===== src/rtl/rd_resp_arbiter.sv =====
// Two-master read-response arbiter feeding a head-registered response FIFO.
// Define RESP_ARB_FIXED_PRIO_EN for fixed master-0 priority instead of round-robin.
module rd_resp_arbiter #(
    parameter int DATA_WIDTH = 32,
    parameter int FIFO_DEPTH = 4
) (
    input  logic                  aclk,
    input  logic                  aresetn,
    input  logic                  m0_resp,
    input  logic [DATA_WIDTH-1:0] m0_rdata,
    input  logic                  m0_resp_en,
    output logic                  m0_resp_ack,
    input  logic                  m1_resp,
    input  logic [DATA_WIDTH-1:0] m1_rdata,
    input  logic                  m1_resp_en,
    output logic                  m1_resp_ack,
    output logic                  s_resp,
    output logic [DATA_WIDTH-1:0] s_rdata,
    output logic                  s_resp_src,
    input  logic                  s_resp_ready,
    output logic                  fifo_full
);
    localparam int PTR_WIDTH = $clog2(FIFO_DEPTH);

    logic [DATA_WIDTH:0]   mem_q [FIFO_DEPTH];
    logic [PTR_WIDTH:0]    wr_ptr_q, wr_ptr_d, rd_ptr_q, rd_ptr_d;
    logic                  full_q, full_d;
    logic [DATA_WIDTH-1:0] s_rdata_q;
    logic                  s_src_q;
    logic                  req0, req1, grant0, grant1;
    logic                  push, pop, empty, ptr_full, nonempty_d;
    logic [DATA_WIDTH:0]   push_data, head_d;
`ifndef RESP_ARB_FIXED_PRIO_EN
    logic                  last_grant_q;
`endif

    assign req0     = m0_resp & m0_resp_en;
    assign req1     = m1_resp & m1_resp_en;
    assign empty    = (wr_ptr_q == rd_ptr_q);
    assign ptr_full = (wr_ptr_q[PTR_WIDTH] != rd_ptr_q[PTR_WIDTH]) &&
                      (wr_ptr_q[PTR_WIDTH-1:0] == rd_ptr_q[PTR_WIDTH-1:0]);

    // A full buffer blocks grants even if the head pops this cycle.
    always_comb begin
        grant0 = 1'b0;
        grant1 = 1'b0;
        if (aresetn && !ptr_full) begin
            if (req0 && req1) begin
`ifdef RESP_ARB_FIXED_PRIO_EN
                grant0 = 1'b1;
`else
                grant0 = last_grant_q;
                grant1 = !last_grant_q;
`endif
            end else begin
                grant0 = req0;
                grant1 = req1;
            end
        end
    end

    assign m0_resp_ack = grant0;
    assign m1_resp_ack = grant1;
    assign push        = grant0 | grant1;
    assign pop         = !empty & s_resp_ready;
    assign push_data   = grant1 ? {1'b1, m1_rdata} : {1'b0, m0_rdata};

    assign wr_ptr_d   = wr_ptr_q + {{PTR_WIDTH{1'b0}}, push};
    assign rd_ptr_d   = rd_ptr_q + {{PTR_WIDTH{1'b0}}, pop};
    assign nonempty_d = (wr_ptr_d != rd_ptr_d);
    assign full_d     = (wr_ptr_d[PTR_WIDTH] != rd_ptr_d[PTR_WIDTH]) &&
                        (wr_ptr_d[PTR_WIDTH-1:0] == rd_ptr_d[PTR_WIDTH-1:0]);
    // When the next head slot is the one being written now, bypass the array.
    assign head_d     = (rd_ptr_d == wr_ptr_q) ? push_data : mem_q[rd_ptr_d[PTR_WIDTH-1:0]];

    always_ff @(posedge aclk) begin
        if (push) begin
            mem_q[wr_ptr_q[PTR_WIDTH-1:0]] <= push_data;
        end
    end

    always_ff @(posedge aclk or negedge aresetn) begin
        if (!aresetn) begin
            wr_ptr_q  <= '0;
            rd_ptr_q  <= '0;
            full_q    <= 1'b0;
            s_rdata_q <= '0;
            s_src_q   <= 1'b0;
        end else begin
            wr_ptr_q <= wr_ptr_d;
            rd_ptr_q <= rd_ptr_d;
            full_q   <= full_d;
            if (nonempty_d) begin
                s_rdata_q <= head_d[DATA_WIDTH-1:0];
                s_src_q   <= head_d[DATA_WIDTH];
            end
        end
    end

`ifndef RESP_ARB_FIXED_PRIO_EN
    always_ff @(posedge aclk or negedge aresetn) begin
        if (!aresetn) begin
            last_grant_q <= 1'b1;
        end else if (push) begin
            last_grant_q <= grant1;
        end
    end
`endif

    assign s_resp     = !empty;
    assign s_rdata    = s_rdata_q;
    assign s_resp_src = s_src_q;
    assign fifo_full  = full_q;
endmodule


===== config.mk =====
export PLATFORM = sky130hd
export DESIGN_NAME = rd_resp_arbiter
export DESIGN_NICKNAME = d
export VERILOG_FILES = /design/src/rtl/rd_resp_arbiter.sv
export SDC_FILE = /design/constraint.sdc
export NUM_CORES = 1
export LEC_CHECK = 0
export ABC_AREA = 1
export ABC_CLOCK_PERIOD_IN_PS = 3100
export BUFFER_PORTS_ARGS = -buffer_cell sky130_fd_sc_hd__buf_2
export CAP_MARGIN = 20
export CORE_ASPECT_RATIO = 1.25
export CORE_MARGIN = 2
export CORE_UTILIZATION = 55
export CTS_CLUSTER_SIZE = 10
export DETAILED_ROUTE_END_ITERATION = 10
export GPL_TIMING_DRIVEN = 0
export PLACE_DENSITY = 0.78
export SKIP_LAST_GASP = 1
export SLEW_MARGIN = 20
export SYNTH_ARGS = -nofsm -noshare
export SYNTH_HDL_FRONTEND = slang
export SYNTH_SLANG_ARGS = --single-unit

===== constraint.sdc =====
create_clock -name aclk -period 3.1 [get_ports aclk]
set_input_delay 0 -clock aclk [delete_from_list [all_inputs] [get_ports aclk]]
set_output_delay 0 -clock aclk [all_outputs]
set_load 0.02 [all_outputs]

==> Word-level counts from Yosys, hierarchy flattened <==
Memories as Yosys holds them, arrays and structs flattened.
Index checks and enable logic that the tools add are counted.
{ "classes": {"n_addsub": 2, "eq_ne": 7, "mux": 8, "n_bitwise": 4, "reduce_logical": 7} }
{ "op_table": {"columns": ["cell", "n"], "rows": [
  ["33-bit two-way mux", 2],
  ["3-bit by 1-bit adder with 3-bit output", 2],
  ["3-bit equality test", 2],
  ["1-bit two-way mux", 6],
  ["2-bit equality test", 2],
  ["1-bit logical AND", 4],
  ["1-bit bitwise AND", 3],
  ["1-bit zero test", 3],
  ["3-bit inequality test", 1],
  ["1-bit inequality test", 2],
  ["1-bit OR", 1]
]} }
{ "totals": {"reg_bits": 41, "ram_bits": 132, "in_bits": 71, "output_inout_bits": 37, "wordCells": 35, "mem_count": 1} }
{ "mem_list": {"columns": ["name", "words", "width", "read_ports", "rd_ports_with_merged_regs", "wr", "line_no", "source"], "rows": [
  ["mem_q", 4, 33, 1, 0, 1, "25", "logic [DATA_WIDTH:0] mem_q [FIFO_DEPTH];"]
]} }

==> Logic depth before layout (Yosys ltp) <==
{ "depth": {"word_depth": 9, "depth_mapped": 20, "ltp_nobuf": 19} }

==> Least setup slack after synthesis <==
Ideal clock, no wire load.
{ "synth_path": {"path_type": "register to register", "from": "register wr_ptr_q[1]", "to": "memory mem_q[0][0] (netlist bit), enable pin", "setup_time_ns": 0.423, "t_arrival_ns": 2.414, "required_time_ns": 2.677, "slack_ns": 0.263, "stages_incl_launch_ff": 9, "path_buffers": 0, "synth_period_minus_slack_ns": 2.837, "cell_sequence": "dfrtp_1 > inv_1 > nand2_1 > nand2_1 > nand3_2 > nand3_4 > nand2_1 > nand2_1 > nor2_1"} }
{ "synth_between": {"elab_chain_len": 8, "elab_cells_between_ends": 9, "classes_between": "eq/ne (1); mux (4); bitwise (1); reduce/logical (3)"} }
{ "synth_lines": {"columns": ["element", "line_no", "source"], "rows": [
  ["from (decl)", "26", "logic [PTR_WIDTH:0] wr_ptr_q, wr_ptr_d, rd_ptr_q, rd_ptr_d;"],
  ["from (signal assigned)", "90", "wr_ptr_q <= wr_ptr_d;"],
  ["2-bit equality test *", "41", "(wr_ptr_q[PTR_WIDTH-1:0] == rd_ptr_q[PTR_WIDTH-1:0]);"],
  ["1-bit logical AND *", "40", "assign ptr_full = (wr_ptr_q[PTR_WIDTH] != rd_ptr_q[PTR_WIDTH]) &&"],
  ["1-bit zero test *", "47", "if (aresetn && !ptr_full) begin"],
  ["1-bit logical AND *", "47", null],
  ["1-bit two-way mux", "47", null],
  ["1-bit OR *", "64", "assign push = grant0 | grant1;"],
  ["via push", "31", "logic push, pop, empty, ptr_full, nonempty_d;"],
  ["1-bit two-way mux *", "77", "if (push) begin"],
  ["1-bit two-way mux (implied by the code) *", "78", "mem_q[wr_ptr_q[PTR_WIDTH-1:0]] <= push_data;"],
  ["to (decl)", "25", null]
]} }
Mark *: on every way through the listed nets, which the timed path passes. The rest lies on a longest branch.

==> Final worst setup path <==
{ "layout_path": {"from": "register wr_ptr_q[0]", "to": "register s_rdata_q[25] (netlist: s_rdata[25])"} }
{ "layout_between": {"elab_cells_between_ends": 17, "classes_between": "add/sub (2); eq/ne (4); mux (4); bitwise (2); reduce/logical (4); memory (1)"} }
{ "layout_lines": {"columns": ["element", "line_no", "source"], "rows": [
  ["3-bit equality test *", "39", "assign empty = (wr_ptr_q == rd_ptr_q);"],
  ["1-bit zero test *", "65", "assign pop = !empty & s_resp_ready;"],
  ["1-bit bitwise AND *", "65", null],
  ["3-bit by 1-bit adder with 3-bit output *", "69", "assign rd_ptr_d = rd_ptr_q + {{PTR_WIDTH{1'b0}}, pop};"],
  ["via rd_ptr_d[1]", "26", null],
  ["memory read 4 x 33 bit / 3-bit equality test (equally long branches)", null, null],
  ["33-bit two-way mux", "74", "assign head_d = (rd_ptr_d == wr_ptr_q) ? push_data : mem_q[rd_ptr_d[PTR_WIDTH-1:0]];"],
  ["to (signal assigned)", "94", "s_rdata_q <= head_d[DATA_WIDTH-1:0];"],
  ["to (decl)", "28", "logic [DATA_WIDTH-1:0] s_rdata_q;"]
]} }
Marked as above.
A chain may end at the register's enable or synchronous reset.

==> results.md <==
- Final HPWL DP: 13.3 mm
- Hold Violations, Final: 2
- DR DRC count: 0
- Sw Share: 45.8%
- Maximum buffer depth of the clock tree: 2
- Clock Sinks: 173
- Hold Crit Depth: 3
- Most common cell after layout, fill and taps aside: nand2_1
- Yosys warns: 0
- Area Growth Syn to Fin: 25.8%
- Net Sw Power: 5.58 mW
- Synth area leaders: edfxtp_1 (50%), nand2_1 (20%), dfrtp_1 (13%), nand3_1 (6.3%), nand4_1 (2.6%)
- Slew HR: 49.6%
- GRT Overall Usage: 28.2%
- Fin crit period: 3.01 ns
- Synthesized area: 0.00793 mm^2
- Status: complete, but fails checks
- RePlAce Congestion: 0.818
- Part of the Yosys area used for sequential elements: 63.0%
- ANT cells: 0
- Startpoint class of the critical path: flop
- WL/cell: 17.5 um
- Worst Setup End Kind: flop
- Sequential share of power: 27.6%
- Worst EP required: 3.42 ns
- MaxCap Viol Count: 0
- Worst hold path class: input port to flop
- IO buf count: 107
- Vias per inst: 5.55
- Final Skew: 0.00799 ns
- Die height: 138 um
- Cell variety after synth: 28
- Final worst-path cycle share: 97.1%
- CTS tree: done
- Layout cells sized above 1: 18.3%
- Initial DRC count: 569
- Worst Setup Path Type: flop to flop
- Clk root buf: clkbuf_16
- Core area: 0.0142 mm^2
- Clock network power share: 18.0%
- Max incr delay on CP: 0.55 ns
- Register area: 0.00499 mm^2
- Fillers: 990
- Cell mode on critical path: nand2_1
- First-pass iteration count of the detailed router: 8
- Critical Path AT: 3.33 ns
- Failing checks: negative hold slack
- Skew-Pair Late Insertion Delay: 0.43 ns
- IO Pins: 108
- ANT nets after route: 0
- WL final: 21.3 mm
- Largest net degree at the start of global routing: 41
- H-Tree Depth: 4
- Max Transition Viols Final: 0
- GRT overflow: 0
- Crit-path cells: inv_2 -> nand2_1 -> nand2_1 -> nand4_1 -> nand2_1 -> inv_1 -> ha_1 -> ha_1 -> buf_2 -> buf_1 -> nand3_1 -> nand2_1 -> nand2_1 -> nand2_1 -> inv_1 -> nand2_1 -> nand2_1
- Syn Inst Count: 846
- Dominant cell type by area after synthesis: edfxtp_1
- Setup TNS: 0 ns
- FMAX: 332 MHz
- Synthesized area per cell: 9.37 um^2
- First-pass GRT wire length: 33.3 mm
- Initial antenna violation count: 0
- Most frequent cells in the layout: nand2_1 (421), edfxtp_1 (132), buf_2 (128), nand3_1 (99), dlygate4sd3_1 (50)
- Number of core rows: 49
- WHS: -0.000808 ns
- Vias post-DR: 6762
- R2R Path Start: wr_ptr_q[0]$_DFF_PN0_
- Internal power: 6.61 mW
- Final Util: 70.1%
- Comb pwr share: 54.5%
- Worst r2r path cells: 17
- Die area: 0.0154 mm^2
- Max VDD drop: 631 uV
- Final net count: 1103
- Vias in the first global route: 6607
- DIE WIDTH: 111 um
- Final setup viols: 0
- Slowest cell on crit path: buf_1
- Reg clk slew, reported paths: 0.07 ns
- Setup WS post-layout: 0.0902 ns
- CTS Buf Count: 17
- Synth top area share: 50.0%
- Critical Path Start: wr_ptr_q[0]$_DFF_PN0_
- Starting Density: 55.7%
- Leakage: 4.62 nW
- Hold_sp: m1_rdata[28]
- Mapped Nets: 921
- Worst Path Max Fanout: 10
- Actual slew at the worst max-slew pin: 0.754 ns
- Area taken by multi-input logic gates: 0.00253 mm^2
- Flops & latches, synth: 173
- Unrepaired setup endpoints after global routing: true
- Pwr Density: 1220 mW/mm^2
- Pre-CTS WS: -0.314 ns
[repair_timing]
action	in CTS	in global routing
setup endpoints to repair	30	31
endpoints found under the hold margin	197	0
pin swaps	0	2
hold buffers	51	0
gates cloned	0	0
gates resized for setup	2	6
setup buffers	0	1
[final timing paths]
kind | to | slack [ns]
setup / recovery | s_rdata[25]$_DFFE_PN0P_ | 0.09
hold / removal | mem_q[3][28]$_DFFE_PP_ | -0.0008
setup reg to reg | s_rdata[25]$_DFFE_PN0P_ | 0.09
hold reg to reg | last_grant_q$_DFFE_PN1P_ | 0.47
max in group asynchronous | wr_ptr_q[0]$_DFF_PN0_ | 2.70
min in group asynchronous | last_grant_q$_DFFE_PN1P_ | 0.13
[Yosys cell counts, drive strengths merged]
cell	instances
buf	40
o21ai	1
nand4	33
inv	47
nand3	103
edfxtp	132
and3	1
clkbuf	7
clkinv	2
nand2	422
or2	1
dfstp	1
xor2	3
ha	4
a21boi	1
a21oi	2
xnor2	1
nor2	5
dfrtp	40
[worst max-delay path: cells and delay by family (launching register included)]
| family | cells | cell delay (ns) |
|---|---|---|
| adders and majority gates | 2 | 0.45 |
| buffers and inverters | 5 | 1.03 |
| DFF | 1 | 0.48 |
| and+or+nand+nor | 10 | 0.94 |
[per-stage QoR]
| stage | cells | power, mW | instance area, um^2 |
|---|---|---|---|
| 6_report | 1219 | 12.2 | 9970 |
| 5_1_grt | 1219 | 13.1 | 9970 |
| 4_1_cts | 1218 | 12.1 | 9950 |
| 3_5_place_dp | 1135 | 9.75 | 8800 |
| 3_3_place_gp | 1131 | 9.55 | 8680 |
| 2_1_floorplan | 846 | 7.90 | 7930 |
[registers in the layout, summed over array words and instances, names as in the netlist]
signal / cells
mem_q: 132
s_rdata: 32
rd_ptr_q: 3
wr_ptr_q: 3
fifo_full: 1
last_grant_q: 1
s_resp_src: 1
[metal layers]
| layer | up-vias | global-route usage (%) | share of wire, % |
|---|---|---|---|
| met5 | - | 0 | 0 |
| met4 | 0 | 10.7 | 3.3 |
| met3 | 75 | 6.01 | 9.1 |
| met2 | 411 | 49.5 | 51 |
| met1 | 3122 | 34.1 | 37 |
| li1 | 3154 | - | - |
[kinds of logic (layout without fill, tap and decap cells)]
kind of cell               Yosys count  in the layout  synth area share (%)
and+or+nand+nor                    565            565                  29.9
DFF                                173            173                  63.0
buffers and inverters               96            291                  5.73
adders and majority gates            4              4                 0.631
AOI/OAI and AO/OA                    4              4                 0.331
xor gates and xnor gates             4              4                 0.442
[power groups by stage]
stage	logic, mW	clock network (mW)	registers (mW)
2_1_floorplan	4.26	0	3.65
3_3_place_gp	6.16	0	3.39
3_5_place_dp	6.36	0	3.39
4_1_cts	6.55	2.18	3.35
5_1_grt	7.45	2.28	3.41
6_report	6.64	2.19	3.36
[final cells by class]
class / instances / area share (%)
sequential: 173 / 50.1
multi-input combinational: 577 / 25.4
timing repair buffer: 163 / 11.6
clock buffer: 23 / 4.69
buffer: 47 / 2.75
tap: 178 / 2.23
inverter: 49 / 1.91
clock inverter: 9 / 1.38
No activity file was read; power rests on OpenSTA's default activity.
